$ cat src/rtl/vend_if.sv
// vend_if: coin, selection and cancel pulses into the vending controller,
// and the registered credit/dispense/change/reject status coming back out.
interface vend_if;
  logic       coin_half;
  logic       coin_one;
  logic       sel_a;
  logic       sel_b;
  logic       cancel;
  logic [5:0] coin_sum;
  logic       vend_a;
  logic       vend_b;
  logic       change_tick;
  logic       coin_reject;
  logic       busy;

  modport master (
    output coin_half, coin_one, sel_a, sel_b, cancel,
    input  coin_sum, vend_a, vend_b, change_tick, coin_reject, busy
  );

  modport slave (
    input  coin_half, coin_one, sel_a, sel_b, cancel,
    output coin_sum, vend_a, vend_b, change_tick, coin_reject, busy
  );
endinterface

$ cat src/rtl/vend_ctrl.sv
// vend_ctrl: vending controller tracking credit in 0.5-yuan units, dispensing A/B and paying change.
// Optional idle auto-refund in COLLECT is compiled in when VEND_TIMEOUT_EN is defined.
module vend_ctrl #(
  parameter int PRICE_A     = 5,
  parameter int PRICE_B     = 10,
  parameter int TIMEOUT_CYC = 1000
) (
  input logic   clk,
  input logic   rst,
  vend_if.slave bus
);

  typedef enum logic [1:0] {IDLE, COLLECT, VEND, CHANGE} state_t;

  localparam logic [5:0] PRICE_A_U = 6'(PRICE_A);
  localparam logic [5:0] PRICE_B_U = 6'(PRICE_B);

  state_t     state;
  logic [5:0] coin_sum_q;
  logic       vend_a_q;
  logic       vend_b_q;
  logic       change_tick_q;
  logic       coin_reject_q;
  logic       busy_q;
  logic       item_b;

  logic       coin_any;
  logic [6:0] sum_add;
  logic       sel_a_ok;
  logic       sel_b_ok;
  logic [5:0] vend_price;
  logic [5:0] vend_rem;

  // Bit 6 of the widened sum flags a coin cycle that would push credit past 63.
  assign coin_any   = bus.coin_half | bus.coin_one;
  assign sum_add    = {1'b0, coin_sum_q} + {5'b0, bus.coin_one, bus.coin_half};
  assign sel_a_ok   = bus.sel_a && (coin_sum_q >= PRICE_A_U);
  assign sel_b_ok   = bus.sel_b && (coin_sum_q >= PRICE_B_U);
  assign vend_price = item_b ? PRICE_B_U : PRICE_A_U;
  assign vend_rem   = coin_sum_q - vend_price;

`ifdef VEND_TIMEOUT_EN
  localparam int TW = $clog2(TIMEOUT_CYC + 1);
  localparam logic [TW-1:0] TIMER_LAST = TW'(TIMEOUT_CYC - 1);
  logic [TW-1:0] timer;
`endif

  always_ff @(posedge clk) begin
    if (rst) begin
      state         <= IDLE;
      coin_sum_q    <= '0;
      vend_a_q      <= 1'b0;
      vend_b_q      <= 1'b0;
      change_tick_q <= 1'b0;
      coin_reject_q <= 1'b0;
      busy_q        <= 1'b0;
      item_b        <= 1'b0;
`ifdef VEND_TIMEOUT_EN
      timer         <= '0;
`endif
    end else begin
      vend_a_q      <= 1'b0;
      vend_b_q      <= 1'b0;
      change_tick_q <= 1'b0;
      coin_reject_q <= 1'b0;
`ifdef VEND_TIMEOUT_EN
      timer         <= '0;
`endif
      unique case (state)
        IDLE: begin
          if (coin_any) begin
            if (sum_add[6]) begin
              coin_reject_q <= 1'b1;
            end else begin
              coin_sum_q <= sum_add[5:0];
              state      <= COLLECT;
            end
          end
        end

        // A winning cancel/selection returns any coin arriving in the same cycle.
        COLLECT: begin
          if (bus.cancel) begin
            state         <= CHANGE;
            busy_q        <= 1'b1;
            coin_reject_q <= coin_any;
          end else if (sel_a_ok) begin
            state         <= VEND;
            item_b        <= 1'b0;
            busy_q        <= 1'b1;
            coin_reject_q <= coin_any;
          end else if (sel_b_ok) begin
            state         <= VEND;
            item_b        <= 1'b1;
            busy_q        <= 1'b1;
            coin_reject_q <= coin_any;
          end else begin
            if (coin_any) begin
              if (sum_add[6]) coin_reject_q <= 1'b1;
              else            coin_sum_q    <= sum_add[5:0];
            end
`ifdef VEND_TIMEOUT_EN
            if (!(coin_any || bus.sel_a || bus.sel_b)) begin
              if (timer == TIMER_LAST) begin
                state  <= CHANGE;
                busy_q <= 1'b1;
              end else begin
                timer <= timer + 1'b1;
              end
            end
`endif
          end
        end

        VEND: begin
          coin_reject_q <= coin_any;
          vend_a_q      <= ~item_b;
          vend_b_q      <= item_b;
          coin_sum_q    <= vend_rem;
          busy_q        <= (vend_rem != '0);
          state         <= (vend_rem != '0) ? CHANGE : IDLE;
        end

        // One tick per half-yuan; leave on the cycle that pays the last one.
        CHANGE: begin
          coin_reject_q <= coin_any;
          if (coin_sum_q != '0) begin
            change_tick_q <= 1'b1;
            coin_sum_q    <= coin_sum_q - 6'd1;
          end
          if (coin_sum_q <= 6'd1) begin
            state  <= IDLE;
            busy_q <= 1'b0;
          end
        end

        default: state <= IDLE;
      endcase
    end
  end

  assign bus.coin_sum    = coin_sum_q;
  assign bus.vend_a      = vend_a_q;
  assign bus.vend_b      = vend_b_q;
  assign bus.change_tick = change_tick_q;
  assign bus.coin_reject = coin_reject_q;
  assign bus.busy        = busy_q;

endmodule

$ cat src/flat_wrapper.sv
// flat-port wrapper written by rule: the top's interface ports become plain ports
module vend_ctrl_flat 
#(
  parameter int PRICE_A     = 5,
  parameter int PRICE_B     = 10,
  parameter int TIMEOUT_CYC = 1000
)
  (clk, rst, bus_coin_half, bus_coin_one, bus_sel_a, bus_sel_b, bus_cancel, bus_coin_sum, bus_vend_a, bus_vend_b, bus_change_tick, bus_coin_reject, bus_busy);
  vend_if bus_i ();
  input logic clk;
  input logic rst;
  input wire logic [$bits(bus_i.coin_half)-1:0] bus_coin_half;
  input wire logic [$bits(bus_i.coin_one)-1:0] bus_coin_one;
  input wire logic [$bits(bus_i.sel_a)-1:0] bus_sel_a;
  input wire logic [$bits(bus_i.sel_b)-1:0] bus_sel_b;
  input wire logic [$bits(bus_i.cancel)-1:0] bus_cancel;
  output wire logic [$bits(bus_i.coin_sum)-1:0] bus_coin_sum;
  output wire logic [$bits(bus_i.vend_a)-1:0] bus_vend_a;
  output wire logic [$bits(bus_i.vend_b)-1:0] bus_vend_b;
  output wire logic [$bits(bus_i.change_tick)-1:0] bus_change_tick;
  output wire logic [$bits(bus_i.coin_reject)-1:0] bus_coin_reject;
  output wire logic [$bits(bus_i.busy)-1:0] bus_busy;
  assign bus_i.coin_half = bus_coin_half;
  assign bus_i.coin_one = bus_coin_one;
  assign bus_i.sel_a = bus_sel_a;
  assign bus_i.sel_b = bus_sel_b;
  assign bus_i.cancel = bus_cancel;
  assign bus_coin_sum = bus_i.coin_sum;
  assign bus_vend_a = bus_i.vend_a;
  assign bus_vend_b = bus_i.vend_b;
  assign bus_change_tick = bus_i.change_tick;
  assign bus_coin_reject = bus_i.coin_reject;
  assign bus_busy = bus_i.busy;
  vend_ctrl #(.PRICE_A(PRICE_A), .PRICE_B(PRICE_B), .TIMEOUT_CYC(TIMEOUT_CYC)) u_core (.clk(clk), .rst(rst), .bus(bus_i));
endmodule
$ cat config.mk
export PLATFORM = sky130hd
export DESIGN_NAME = vend_ctrl_flat
export DESIGN_NICKNAME = d
export VERILOG_FILES = /design/src/rtl/vend_if.sv /design/src/rtl/vend_ctrl.sv /design/src/flat_wrapper.sv
export SDC_FILE = /design/constraint.sdc
export NUM_CORES = 1
export LEC_CHECK = 0
export ABC_AREA = 1
export CORE_MARGIN = 10
export CORE_UTILIZATION = 55
export CTS_CLUSTER_DIAMETER = 60
export DETAILED_ROUTE_END_ITERATION = 8
export DONT_BUFFER_PORTS = 1
export PLACE_DENSITY = 0.81
export SYNTH_ARGS = -nofsm -noshare
export SYNTH_HDL_FRONTEND = slang
export SYNTH_SLANG_ARGS = --single-unit
$ cat constraint.sdc
create_clock -name clk -period 2.1 [get_ports clk]
set_input_delay 0.42 -clock clk [delete_from_list [all_inputs] [get_ports clk]]
set_output_delay 0.42 -clock clk [all_outputs]
set_load 0.01 [all_outputs]
## Word level (Yosys, flattened, before mapping)

Index checks and enable logic that the tools add are counted.

| word-level totals | value |
|---|---|
| register bits | 14 |
| latch bits | 0 |
| bits in writable memories | 0 |
| memory bits (read-only) | 0 |
| bits of input ports | 7 |
| output and inout port bits | 11 |
| word-level logic and storage cells | 73 |
| memories kept | 0 |

| operators by class | value |
|---|---|
| $add $sub $neg | 3 |
| multiply operators | 0 |
| div/mod/pow operators | 0 |
| $lt $le $gt $ge | 3 |
| equal/unequal tests | 11 |
| shift operators | 0 |
| multiplexer cells | 29 |
| bitwise operators | 5 |
| reductions and logical operators | 14 |

Operators by type and width:

| operator | number |
|---|---|
| $mux 6 | 6 |
| $pmux 6 s4 | 1 |
| $mux 2 | 7 |
| $reduce_bool 6->1 | 2 |
| $mux 1 | 11 |
| $ne 2x2->1 const B | 4 |
| $pmux 2 s4 | 1 |
| $reduce_and 4->1 | 2 |
| $add 6x2->7 | 1 |
| $ge 6x3->1 const B | 1 |
| $ge 6x4->1 const B | 1 |
| $le 6x1->1 const B | 1 |
| $ne 2x1->1 const B | 3 |
| $pmux 1 s3 | 2 |
| $reduce_and 3->1 | 2 |
| $reduce_or 2->1 | 3 |
| $sub 6x1->6 const B | 1 |
| $sub 6x6->6 | 1 |
| $eq 2x2->1 const B | 2 |
| $mux 4 | 1 |
| $ne 4x2->1 const B | 1 |
| $not 1->1 | 4 |
| $reduce_bool 3->1 | 1 |
| $eq 2x1->1 const B | 1 |
| 4 further kinds | 5 |

## Longest topological paths before layout

Gate-level depths: netlist (run 1).

| logic depth | value |
|---|---|
| word-level depth | 7 |
| gate-level depth with buffers | 13 |
| depth with buffers taken out | 13 |

## Least setup slack after synthesis (run 1)

Ideal clock, no wire load.

| timing | value |
|---|---|
| path kind | register -> register |
| start | register u_core.coin_sum_q[0] (netlist: u_core.bus.coin_sum[0]) |
| end | register u_core.busy_q (netlist: u_core.bus.busy) |
| library setup time | 0.112 ns |
| arrival time | 1.833 ns |
| data required time | 1.988 ns |
| path slack | 0.155 ns |
| cell stages (with the launch flop) | 13 |
| buffers on the path | 0 |
| period minus slack after synthesis | 1.945 ns |
| path through | dfxtp_1 inv_1 ha_1 inv_1 fa_1 inv_1 nand3_1 nand2_1 nand3_1 nor2_1 nand2_1 nor2_1 nor2_1 |

| between the ends | value |
|---|---|
| word-level cells in the longest chain between the ends | 5 |
| elaborated cells between the ends (all ways) | 13 |
| those cells by class | add/sub: 1; order compare: 3; eq/ne: 2; mux: 3; reduce/logical: 4 |

Ends and longest elaborated chain:

| what | line | source |
|---|---|---|
| start, declared | vend_ctrl.sv:19 | `logic [5:0] coin_sum_q;` |
| start signal, assigned | vend_ctrl.sv:75 | `coin_sum_q <= sum_add[5:0];` |
| start signal, assigned | vend_ctrl.sv:100 | `else coin_sum_q <= sum_add[5:0];` |
| start signal, assigned | vend_ctrl.sv:119 | `coin_sum_q <= vend_rem;` |
| $ge 6x3->1 | vend_ctrl.sv:37 | `assign sel_a_ok = bus.sel_a && (coin_sum_q >= PRICE_A_U);` |
| $logic_and 1x1->1 | vend_ctrl.sv:37 |  |
| $mux 1 | vend_ctrl.sv:87 | `end else if (sel_a_ok) begin` |
| $mux 1 | vend_ctrl.sv:83 | `if (bus.cancel) begin` |
| $pmux 1 s3 | vend_ctrl.sv:69 | `unique case (state)` |
| end signal, assigned | vend_ctrl.sv:120 | `busy_q <= (vend_rem != '0);` |
| end, declared | vend_ctrl.sv:24 | `logic busy_q;` |

Parallel ways exist; a longest one is shown, timed or not.
A chain may end at the register's enable or synchronous reset.

## Worst setup path in the final report (run 1)

| timing | value |
|---|---|
| start | register u_core.coin_sum_q[0] (netlist: u_core.bus.coin_sum[0]) |
| end | register u_core.coin_sum_q[5] (netlist: u_core.bus.coin_sum[5]) |

| between the ends | value |
|---|---|
| word-level cells in the longest chain between the ends | 7 |
| elaborated cells between the ends (all ways) | 19 |
| those cells by class | add/sub: 3; order compare: 2; eq/ne: 3; mux: 7; reduce/logical: 4 |

Ends and longest elaborated chain:

| what | line | source |
|---|---|---|
| $add 6x2->7 | vend_ctrl.sv:36 | `assign sum_add = {1'b0, coin_sum_q} + {5'b0, bus.coin_one, bus.coin_half};` |
| $mux 6 | vend_ctrl.sv:72, vend_ctrl.sv:99 |  |
| $mux 6 | vend_ctrl.sv:98 | `if (coin_any) begin` |
| $mux 6 | vend_ctrl.sv:92 | `end else if (sel_b_ok) begin` |
| $mux 6 | vend_ctrl.sv:87 |  |
| $mux 6 | vend_ctrl.sv:83 |  |
| $pmux 6 s4 | vend_ctrl.sv:69 |  |

Parallel ways exist; a longest one is shown, timed or not. The select of a mux whose other input is x is not followed.

==> results of run 1 <==
==> layer usage <==
layer / share of wire / vias to the layer above / global-route usage
met5: 0 / - / 0
met4: 0.037 / 0 / 0.0746
met3: 0.058 / 17 / 0.0311
met2: 0.47 / 52 / 0.235
met1: 0.43 / 636 / 0.164
li1: - / 716 / -
==> area by class of cell <==
cell class / instances / share of cell area
multi-input cells: 164 / 0.634
flip-flops and latches: 14 / 0.182
inverters: 33 / 0.0831
repair buffers: 11 / 0.0533
well taps: 30 / 0.0242
clock buffers: 4 / 0.0234
==> Yosys cell counts <==
library cell,instances,share of area
a21oi_1,11,0.039
buf_2,1,0.0036
buf_6,3,0.024
clkbuf_4,1,0.0054
clkinv_4,1,0.0063
dfxtp_1,14,0.20
fa_1,2,0.029
ha_1,14,0.13
inv_1,30,0.081
inv_2,2,0.0054
nand2_1,53,0.14
nand2_2,2,0.0090
nand3_1,28,0.10
nand3_2,3,0.021
nand3_4,1,0.013
nand4_1,2,0.0090
nand4_2,1,0.0090
nor2_1,21,0.056
nor2_4,1,0.0081
nor3_1,6,0.021
o211ai_1,1,0.0054
o21ai_0,6,0.021
o21ai_1,1,0.0036
o21ai_4,1,0.012
o221ai_1,1,0.0063
o22ai_1,2,0.0090
or2_2,2,0.0090
xnor2_1,2,0.013
xor2_1,2,0.013
==> critical path: cells and delay by family, from the launching register on <==
| kind | cells | cell delay [ps] |
|---|---|---|
| AND/OR/NAND/NOR | 7 | 760 |
| buffers and inverters | 1 | 60 |
| adder cells (fa/ha/maj) | 2 | 680 |
| flip-flops | 1 | 360 |
==> sequential cells by signal, indices dropped and copies added, names as in the netlist <==
| register | flops |
|---|---|
| u_core.bus.coin_sum | 6 |
| u_core.bus.busy | 1 |
| u_core.item_b | 1 |
| u_core.bus.vend_a | 1 |
| u_core.bus.coin_reject | 1 |
| u_core.bus.vend_b | 1 |
| u_core.bus.change_tick | 1 |
| u_core.state | 2 |
==> through the flow <==
step	instance area, um2	instances	util	hold WS [ps]
global route	1550	256	0.631	188
CTS	1510	255	0.614	185
detailed placement	1470	251	0.599	495
finish	1550	256	0.631	173
floorplan	1400	215	-	450
global placement	1470	251	0.599	494
==> path summary, 6_finish.rpt <==
kind,startpoint,end,cells past startpoint
setup / recovery,u_core.bus.coin_sum[0],u_core.bus.coin_sum[5],10
hold / removal,rst,u_core.bus.coin_sum[3],1
setup reg to reg,u_core.bus.coin_sum[0],u_core.bus.coin_sum[5],10
hold reg to reg,u_core.item_b,u_core.bus.vend_a,2
==> where the power goes <==
part / switching (mW) / internal, mW / leakage (nW) / total [mW]
Combinational: 1.23 / 0.759 / 0.656 / 1.99
Clock: 0.104 / 0.106 / 0.0210 / 0.210
Sequential: 0.111 / 0.365 / 0.115 / 0.476
Total: 1.44 / 1.23 / 0.792 / 2.67
==> kinds of logic after synthesis <==
logic type	Yosys count	share of synthesized area
simple gates	120	0.398
buf+inv	38	0.125
compound gates	23	0.0967
fa+ha+maj	16	0.154
flops	14	0.201
xor+xnor	4	0.0251
==> impl_metrics.env, run 1 <==
export IMPL_preCtsSetupSlack_ps=47.5
export IMPL_synthToLayoutAreaGrowth_pct=10.9
export IMPL_fin_crit_sh=0.939
export IMPL_maxSlewViolCount=0
export IMPL_num_vias=1421
export IMPL_leakage_nw=0.792
export IMPL_required_ps=2280
export IMPL_antenna_found_initial=0
export IMPL_p_per_area_nw_per_um2=1720
export IMPL_setup_worst_path_end_class="register"
export IMPL_setup_worst_path_start_class="register"
export IMPL_dp_hpwl_um=2770
export IMPL_hold_path_class="input port to register"
export IMPL_ir_drop_uv=1070
export IMPL_critPathMaxStageDelay_ps=460
export IMPL_finalSetupTns_ps=0
export IMPL_crit_type="register to register"
export IMPL_overflow=0
export IMPL_dr_pass1_iters=4
export IMPL_drive_gt1_frac=0.164
export IMPL_design_core_area_um2=2450
export IMPL_gp_congestion=0.899
export IMPL_initial_core_util=0.569
export IMPL_p_total_mw=2.67
export IMPL_track_usage=0.142
export IMPL_rows=18
export IMPL_seq_area_um2=282
export IMPL_crit_arrival_ps=2150
export IMPL_tightestPinTransition_ps=439
export IMPL_yosysWarningCount=0
export IMPL_drc=0
export IMPL_layout_common_cells="nand2_1 (53), inv_1 (29), nand3_1 (27)"
export IMPL_status="finished clean"
export IMPL_nets=250
export IMPL_worst_slack_ps=129
export IMPL_cap_viol_max_count=0
export IMPL_hold_violations=0
export IMPL_syn_area_per_cell_um2=6.50
export IMPL_syn_inst=215
export IMPL_slowest_stage="fa_1"
export IMPL_crit_chain="ha_1, fa_1, nand4_2, nand2_1, nand2_1, nand3_4, nor2_4, inv_1, nor2_1, nor2_1"
export IMPL_clockBufferDepth=2
export IMPL_cts_resized=0
export IMPL_rrSetupSlack_ps=130
export IMPL_setup_violations_final=0
export IMPL_wirelength_um=3670
export IMPL_relSlewSlack=0.705
export IMPL_drtAntennaViolNets=0
export IMPL_dieArea_um2=4960
export IMPL_grt_start_max_net_pins=13
export IMPL_synth_cell_area_um2=1400
export IMPL_cts_max_level=1
export IMPL_yosysUniqueCellTypes=29
export IMPL_fmax_mhz=507
export IMPL_drtIter0Drc=105
export IMPL_clkTransAtPathRegs_ps=110
export IMPL_die_h_um=70.4
export IMPL_fin_crit_ps=1970
export IMPL_cts_buffers=3
export IMPL_grt_pass1_vias=1393
export IMPL_ys_seq_area_frac=0.201
export IMPL_fillers=230
export IMPL_io_pins=18
export IMPL_portBuffers=0
export IMPL_synth_fp_nets=238
export IMPL_grt_setup_unrepaired="false"
export IMPL_grt_pass1_wl_um=6090
export IMPL_wl_per_cell_um=14.3
export IMPL_final_common_cell="nand2_1"
export IMPL_clk_latency_ps=300
export IMPL_n_antenna_cell=0
export IMPL_clock_sinks=14
export IMPL_critPathMaxFanout=5
export IMPL_clockRootBuffer="clkbuf_4"
export IMPL_post_cts_buffers=0
export IMPL_die_x_um=70.4
export IMPL_synth_seq_cells=14
export IMPL_avgViaCountPerCell=5.55
export IMPL_cts_tree="yes"
export IMPL_skew_ps=20.0
export IMPL_multiInputGateArea_um2=983
export IMPL_hold_buffers=0
No activity file was read; power rests on OpenSTA's default activity.
==> inputs of run 2 (changes only) <==
--- a/config.mk
+++ b/config.mk
@@ -6,12 +6,14 @@
 export NUM_CORES = 1
 export LEC_CHECK = 0
 export ABC_AREA = 1
+export CORE_ASPECT_RATIO = 1.75
 export CORE_MARGIN = 10
-export CORE_UTILIZATION = 55
+export CORE_UTILIZATION = 50
 export CTS_CLUSTER_DIAMETER = 60
 export DETAILED_ROUTE_END_ITERATION = 8
 export DONT_BUFFER_PORTS = 1
-export PLACE_DENSITY = 0.81
+export PLACE_DENSITY = 0.76
+export REMOVE_ABC_BUFFERS = 1
 export SYNTH_ARGS = -nofsm -noshare
 export SYNTH_HDL_FRONTEND = slang
 export SYNTH_SLANG_ARGS = --single-unit
==> impl_metrics.env, run 2 (synthesis gave the netlist of run 1 again) <==
export IMPL_drtIter0Drc=74
export IMPL_wl_per_cell_um=15.0
export IMPL_final_common_cell="nand2_1"
export IMPL_min_from="rst"
export IMPL_fmax_mhz=518
export IMPL_clkTransAtPathRegs_ps=70
export IMPL_setup_worst_path_end_class="register"
export IMPL_cts_buffers=3
export IMPL_overflow=0
export IMPL_initial_core_util=0.520
export IMPL_leakage_nw=0.803
export IMPL_p_total_mw=2.73
export IMPL_maxSlewViolCount=0
export IMPL_cp_num_buf_inv=2
export IMPL_io_pins=18
export IMPL_portBuffers=0
export IMPL_die_h_um=89.9
export IMPL_crit_chain="inv_1, ha_1, inv_2, fa_2, xnor2_2, nand3_1, nand2_1, nand3_1, nor2_2, nand2_1, nor2_1, nor2_1"
export IMPL_combPwrFrac=0.724
export IMPL_grtUsageMet1=0.138
export IMPL_power_frac_seq=0.173
export IMPL_clockPowerShare=0.103
export IMPL_fin_crit_sh=0.919
export IMPL_met2_usage=0.256
export IMPL_tightestPinTransition_ps=374
export IMPL_design_core_area_um2=2690
export IMPL_skew_ps=5.49
export IMPL_relSlewSlack=0.749
export IMPL_clk_latency_ps=260
export IMPL_cts_max_level=1
export IMPL_dieArea_um2=5390
export IMPL_synthToLayoutAreaGrowth_pct=12.3
export IMPL_hold_end="u_core.bus.coin_sum[3]"
export IMPL_switching_share=0.527
export IMPL_gp_congestion=0.896
export IMPL_ir_drop_uv=840
export IMPL_slowest_stage="fa_2"
export IMPL_crit_arrival_ps=2090
export IMPL_p_per_area_nw_per_um2=1740
export IMPL_rrSetupSlack_ps=170
export IMPL_critPathTopFamily="simple AND/OR/NAND/NOR gates"
export IMPL_drc=0
export IMPL_critPathMaxStageDelay_ps=370
export IMPL_wirelength_um=3810
export IMPL_status="finished clean"
export IMPL_largest_reg_flops=6
export IMPL_grt_setup_unrepaired="false"
export IMPL_finalSetupTns_ps=0
export IMPL_n_antenna_cell=0
export IMPL_clockRootBuffer="clkbuf_8"
export IMPL_switchingPower_mw=1.44
export IMPL_rr_endpoint="u_core.bus.busy"
export IMPL_layout_common_cells="nand2_1 (53), inv_1 (29), nand3_1 (28)"
export IMPL_drtAntennaViolNets=0
export IMPL_antenna_found_initial=0
export IMPL_internal_power_mw=1.29
export IMPL_clock_sinks=14
export IMPL_holdPathStages=1
export IMPL_grt_pass1_vias=1367
export IMPL_setup_worst_path_start_class="register"
export IMPL_cap_viol_max_count=0
export IMPL_rows=25
export IMPL_grt_start_max_net_pins=13
export IMPL_hold_violations=0
export IMPL_crit_type="register to register"
export IMPL_grt_pass1_wl_um=6190
export IMPL_hold_path_class="input port to register"
export IMPL_finalNonFillerCells=254
export IMPL_fin_util=0.583
export IMPL_track_usage=0.141
export IMPL_post_cts_buffers=0
export IMPL_critPathMaxFanout=4
export IMPL_dr_pass1_iters=4
export IMPL_clockBufferDepth=2
export IMPL_regToRegStartpoint="u_core.bus.coin_sum[0]"
export IMPL_dp_hpwl_um=2980
export IMPL_drive_gt1_frac=0.176
export IMPL_r2r_cells=12
export IMPL_nets=251
export IMPL_cts_tree="yes"
export IMPL_required_ps=2260
export IMPL_fin_crit_ps=1930
export IMPL_avgViaCountPerCell=5.63
export IMPL_use_met3=0.0310
export IMPL_die_x_um=60.0
export IMPL_dp_cells=249
export IMPL_num_vias=1431
export IMPL_top_usage_layer="met2"
export IMPL_setup_violations_final=0
-- run 2: cell count changes in the layout (fill, tap and decap cells not counted), sizes merged --
cell | before | now
buf | 11 | 12
-- run 2: cell type report --
type	count	area [um2]
repair buffers	12	90.1
clock buffers	4	55.1
inverters	33	129
well taps	27	33.8
fillers	256	1120
flip-flops and latches	14	283
multi-input cells	164	978
-- run 2: power groups by stage --
stage / logic [mW] / clock network [mW] / registers, mW
5_1_grt: 2.24 / 0.297 / 0.488
4_1_cts: 1.88 / 0.283 / 0.467
3_3_place_gp: 1.84 / 0 / 0.471
2_1_floorplan: 1.29 / 0 / 0.541
6_report: 1.98 / 0.281 / 0.473
3_5_place_dp: 1.85 / 0 / 0.472
-- run 2: worst max path at each step --
stage,startpoint,endpoint,slack [ps],depth (start not counted)
final,u_core.bus.coin_sum[0],u_core.bus.busy,170,12
after global routing,u_core.bus.coin_sum[0],u_core.bus.busy,20,12
after CTS,u_core.bus.coin_sum[0],u_core.bus.busy,40,12
after detailed placement,bus_coin_half,u_core.bus.coin_sum[5],40,10
after global placement,bus_coin_half,u_core.bus.coin_sum[5],60,10
after floorplan,u_core.bus.coin_sum[0],u_core.bus.busy,150,12
-- run 2: through the flow --
stage	area [um2]	worst slack (ps)	hold slack, ps
final	1570	170	224
after global routing	1570	17.8	221
after CTS	1530	35.9	226
after detailed placement	1480	37.9	492
after global placement	1480	56.4	492
after floorplan	1350	155	447
-- run 2: timing repair --
item	CTS	global route
hold buffers	0	0
pin swaps	0	2
gates cloned	0	1
endpoints found under the setup margin	1	8
gates resized for setup	1	8
-- run 2: routing by layer --
layer | part of all wire | wire [um] | vias up
met5 | 0 | 0 | -
met2 | 0.54 | 2070 | 34
met4 | 0.041 | 155 | 0
met3 | 0.054 | 204 | 15
met1 | 0.36 | 1390 | 664
li1 | - | - | 718
-- run 2: worst reg2reg max path, delay by kind of cell (launching register included) --
family                     cells  cell delay (ps)
adders and majority gates      2              540
and+or+nand+nor                7              580
DFF                            1              340
buffers and inverters          2              160
xor gates and xnor gates       1              190
